--- src/rtl/alu_cmd_queue.sv ---
// In-order command queue ahead of the ALU: drops illegal opcodes, buffers legal
// commands and presents the head first-word-fall-through. Optional `ALU_CMD_QUEUE_STATS_EN`.
module alu_cmd_queue #(
  parameter  int DEPTH = 8,
  localparam int CNT_W = $clog2(DEPTH + 1)
) (
  input  logic             clk,
  input  logic             rst,
  input  logic             flush,
  input  logic             in_valid,
  output logic             in_ready,
  input  logic [2:0]       in_opcode,
  input  logic [15:0]      in_a,
  input  logic [15:0]      in_b,
  output logic             out_valid,
  input  logic             out_ready,
  output logic [2:0]       out_opcode,
  output logic [15:0]      out_a,
  output logic [15:0]      out_b,
  output logic [CNT_W-1:0] count,
  output logic             illegal_op
`ifdef ALU_CMD_QUEUE_STATS_EN
  ,
  output logic [15:0]      stat_accepted,
  output logic [15:0]      stat_dropped
`endif
);

  localparam int PTR_W = $clog2(DEPTH);
  localparam logic [CNT_W-1:0] FULL = CNT_W'(DEPTH);

  logic [34:0]      mem [DEPTH];
  logic [PTR_W-1:0] wr_ptr;
  logic [PTR_W-1:0] rd_ptr;
  logic             legal;
  logic             in_fire;
  logic             wr_en;
  logic             rd_en;
  logic             drop;
  logic [34:0]      head;

  // Handshakes: a transfer happens on a rising edge where valid & ready are both
  // high; valid never depends on ready, and in_ready depends on count alone.
  assign in_ready  = (count != FULL);
  assign out_valid = (count != '0);

  // Unknown opcode bits fall to the default arm and are treated as illegal.
  always_comb begin
    legal = 1'b0;
    case (in_opcode)
      3'd0, 3'd1, 3'd2, 3'd3, 3'd4: legal = 1'b1;
      default:                      legal = 1'b0;
    endcase
  end

  assign in_fire = in_valid & in_ready;
  assign wr_en   = in_fire & legal & ~flush;
  assign rd_en   = out_valid & out_ready & ~flush;
  assign drop    = in_fire & ~legal;

  always_ff @(posedge clk) begin
    if (wr_en) mem[wr_ptr] <= {in_opcode, in_a, in_b};
  end

  always_ff @(posedge clk or posedge rst) begin
    if (rst) begin
      count      <= '0;
      wr_ptr     <= '0;
      rd_ptr     <= '0;
      illegal_op <= 1'b0;
    end else begin
      // A drop is reported even in a flush cycle.
      illegal_op <= drop;
      if (flush) begin
        count  <= '0;
        wr_ptr <= '0;
        rd_ptr <= '0;
      end else begin
        if (wr_en) wr_ptr <= wr_ptr + PTR_W'(1);
        if (rd_en) rd_ptr <= rd_ptr + PTR_W'(1);
        case ({wr_en, rd_en})
          2'b10:   count <= count + CNT_W'(1);
          2'b01:   count <= count - CNT_W'(1);
          default: count <= count;
        endcase
      end
    end
  end

  // Storage is not reset, so the head is masked to zero while empty.
  assign head       = out_valid ? mem[rd_ptr] : '0;
  assign out_opcode = head[34:32];
  assign out_a      = head[31:16];
  assign out_b      = head[15:0];

`ifdef ALU_CMD_QUEUE_STATS_EN
  always_ff @(posedge clk or posedge rst) begin
    if (rst) begin
      stat_accepted <= '0;
      stat_dropped  <= '0;
    end else begin
      if (wr_en && stat_accepted != 16'hFFFF) stat_accepted <= stat_accepted + 16'd1;
      if (drop && stat_dropped != 16'hFFFF)   stat_dropped  <= stat_dropped + 16'd1;
    end
  end
`endif

endmodule

--- config.mk ---
export PLATFORM = sky130hd
export DESIGN_NAME = alu_cmd_queue
export DESIGN_NICKNAME = d
export VERILOG_FILES = /design/src/rtl/alu_cmd_queue.sv
export SDC_FILE = /design/constraint.sdc
export NUM_CORES = 1
export LEC_CHECK = 0
export BUFFER_PORTS_ARGS = -buffer_cell sky130_fd_sc_hd__buf_2
export CORE_MARGIN = 8
export CORE_UTILIZATION = 60
export DETAILED_ROUTE_END_ITERATION = 10
export PLACE_DENSITY = 0.75
export SYNTH_ARGS = -nofsm -noshare
export SYNTH_HDL_FRONTEND = slang
export SYNTH_SLANG_ARGS = --single-unit
--- constraint.sdc ---
create_clock -name clk -period 7 [get_ports clk]
set_clock_uncertainty 0.2 [all_clocks]
set_input_delay 1.05 -clock clk [delete_from_list [all_inputs] [get_ports clk]]
set_output_delay 1.05 -clock clk [all_outputs]
set_load 0.01 [all_outputs]
==> flow_summary.yaml <==
global_route:
  grt_usage_pct: 18.2
  grt_overflow: 0
  antenna_found_initial: 0
  grt_max_degree: 73
  grt_pass1_vias: 5835
  grt_pass1_wl_mm: 33.0
worst_setup_path:
  endpoint_kind: "output port"
  slowest_delay_ps: 1000
  crit_cells: 5
  cp_max_fo: 43
  cp.arrival_ps: 3170
  cp_slowest_cell: "dfrtp_4"
  worstRegToRegCells: 5
  startpoint_type: "flop"
  crit_family: "flip-flops"
  required_ps: 5750
  critPathKind: "flop to output port"
  cp_cell_sequence: "buf_4 > mux4_2 > mux2i_1 > nor2_1 > buf_2"
  cp_num_buf_inv: 2
floorplanning:
  die_y_um: 154
  placementRows: 50
  io_pins: 82
  die_x_um: 154
  fp.dieArea_um2: 23600
  initial_utilization_pct: 61.0
  core_um2: 18600
sta:
  worst_pin_slew_ps: 1040
  fin_crit_sh_pct: 63.2
  setup-tns-final_ps: 0
  finalHoldViolCount: 0
  finalMaxSlewViolations: 0
  rsz0062_at_grt: "no"
  holdWs_ps: 318
  min_period_ps: 4420
  setup_viol_count_final: 0
  setup_ws_ps: 2580
  max_slew_margin_pct: 30.4
  fmax_ghz: 0.226
yosys:
  synth_xor_area_share_pct: 0.385
  synthMuxAreaShare_pct: 17.0
  postSynth.asyncResetShare_pct: 3.78
  synthSimpleGateAreaFrac_pct: 3.37
  synth_seq_area_share_pct: 76.3
  yosys-top-cells-area: "edfxtp_1, mux4_2, mux2i_1"
  synth_area_per_cell_um2: 21.4
  synth_compound_area_share_pct: 1.21
  synthFlopType: "edfxtp_1"
  synth_cells: 532
  syn_nets: 576
  post-synth-top-area-fraction_pct: 73.9
  synth_warnings: 0
  synth_area_um2: 11400
  synth_top_family_by_area: "multiplexers"
  synth_commonest_cells: "edfxtp_1, mux4_2, nor2_1, mux2i_1, clkbuf_1"
  synth_cell_types: 37
  yosys_register_bits: 291
  synth_enable_flop_cells: 280
  yosys.area.top_type: "edfxtp_1"
  synthAdderAreaFrac_pct: 0.440
  yosysMostFrequentCell: "edfxtp_1"
layout:
  syn_to_final_growth_pct: 14.9
  multi_input_area_um2: 2610
  fillers: 1155
  seq_area_um2: 8690
  drive_gt1_share_pct: 34.4
  finish.utilization_pct: 70.1
  final_nets: 677
clock_tree:
  post_cts_resized: 0
  cts_root_buf: "clkbuf_16"
  cts_tree: "done"
  clkLatencyLatePin_ps: 530
  hold_buffers: 0
  clk_path_buf_depth: 3
  htree_levels: 1
  post-cts-setup-buffer-count: 0
  clkSinkCount: 291
  cts.clk_slew.worst_paths_ps: 60
  cts_buffers: 28
route:
  vias: 5381
  avgViaCountPerCell: 6.05
  ant_nets: 0
  drtIter0Drc: 430
  wl_mm: 21.3
  drc: 0
  firstDrtPassIters: 4
  avgRoutedWirePerCell_um: 24.0
flow_run:
  cap_viol_max_count: 0
placement:
  io_buffer_count: 81
  place_hpwl_mm: 12.4
  gp_congestion: 0.810
  pre_cts_ws_ps: 3030
power_and_ir_drop:
  irDropWorstVdd_v: 0.000308
  p_leak_nw: 4.23
  p_per_area_nw_per_um2: 350
worst_hold_path:
  hp-class: "primary input to async pin"
run_status:
  outcome: "complete, no violations"
worst paths after layout:
| path | from | endpoint | slack (ps) |
|---|---|---|---|
| max | rd_ptr[0]$_DFFE_PP0P_ | out_a[0] | 2580 |
| min | rst | wr_ptr[2]$_DFFE_PP0P_ | 320 |
| max reg2reg | count[0]$_DFFE_PP0P_ | mem[6][21]$_DFFE_PP_ | 3840 |
| min reg2reg | wr_ptr[1]$_DFFE_PP0P_ | wr_ptr[1]$_DFFE_PP0P_ | 470 |
| max in group asynchronous | rst | rd_ptr[1]$_DFFE_PP0P_ | 5930 |
| min in group clk | wr_ptr[1]$_DFFE_PP0P_ | wr_ptr[1]$_DFFE_PP0P_ | 470 |
cell usage in the layout (no fill, tap or decap), drive strengths merged, types with 2 or more instances in the layout:
cell type	count
dfrtp	11
nor3	8
xor2	3
nand3b	3
o21a	2
clkinv	7
mux2i	35
buf	97
nand3	2
nand4	2
nand2	7
edfxtp	280
nand2b	2
o21ai	4
inv	6
clkbuf	42
mux4	70
xnor2	2
nor4b	2
nor2	44
bufinv	2
ha	4
nor4	4
a21oi	5
power breakdown:
group	switching (mW)	internal, mW
clock network	0.588	0.882
logic	0.523	0.488
registers	0.133	1.95
total	1.24	3.32
worst register-to-register path: cells and delay by family, from the launching register on:
family / cells / cell delay, ps
buffers and inverters: 1 / 500
and+or+nand+nor: 4 / 1460
DFF: 1 / 610
kinds of logic (layout without fill, tap and decap cells):
| kind of cell | after synthesis | count (layout) |
|---|---|---|
| DFF | 291 | 291 |
| muxes | 106 | 106 |
| and+or+nand+nor | 77 | 77 |
| buffers and inverters | 32 | 154 |
| AOI/OAI and AO/OA | 17 | 17 |
| xor gates and xnor gates | 5 | 5 |
| adders and majority gates | 4 | 4 |
| other | 0 | 1 |
layout make-up:
| cell class | instances | area share, % |
|---|---|---|
| flip-flops and latches | 291 | 66.5 |
| multi-input cells | 209 | 20.0 |
| clock buffers | 42 | 6.31 |
| repair buffers | 97 | 4.02 |
| well taps | 234 | 2.24 |
| clock inverters | 9 | 0.718 |
| inverters | 6 | 0.191 |
| diodes | 1 | 0.0191 |
sequential cells by signal, indices dropped and copies added, names as in the netlist:
| name | count |
|---|---|
| mem | 280 |
| rd_ptr | 3 |
| count | 4 |
| wr_ptr | 3 |
| illegal_op | 1 |
metal layers:
| layer | global-route usage, % | up-vias | share of wire [%] |
|---|---|---|---|
| met3 | 3.59 | 39 | 6.9 |
| met5 | 0 | - | 0 |
| li1 | - | 2393 | - |
| met1 | 24.1 | 2753 | 41 |
| met2 | 30.6 | 196 | 50 |
| met4 | 4.81 | 0 | 2.1 |
metrics by stage:
stage	instances	total power [mW]	instance area (um2)
global placement	837	3.13	12100
detailed placement	837	3.16	12100
floorplan	532	2.78	11400
CTS	888	4.62	13100
finish	889	4.57	13100
global route	888	4.76	13100
Power figures use the tool's default switching activity.
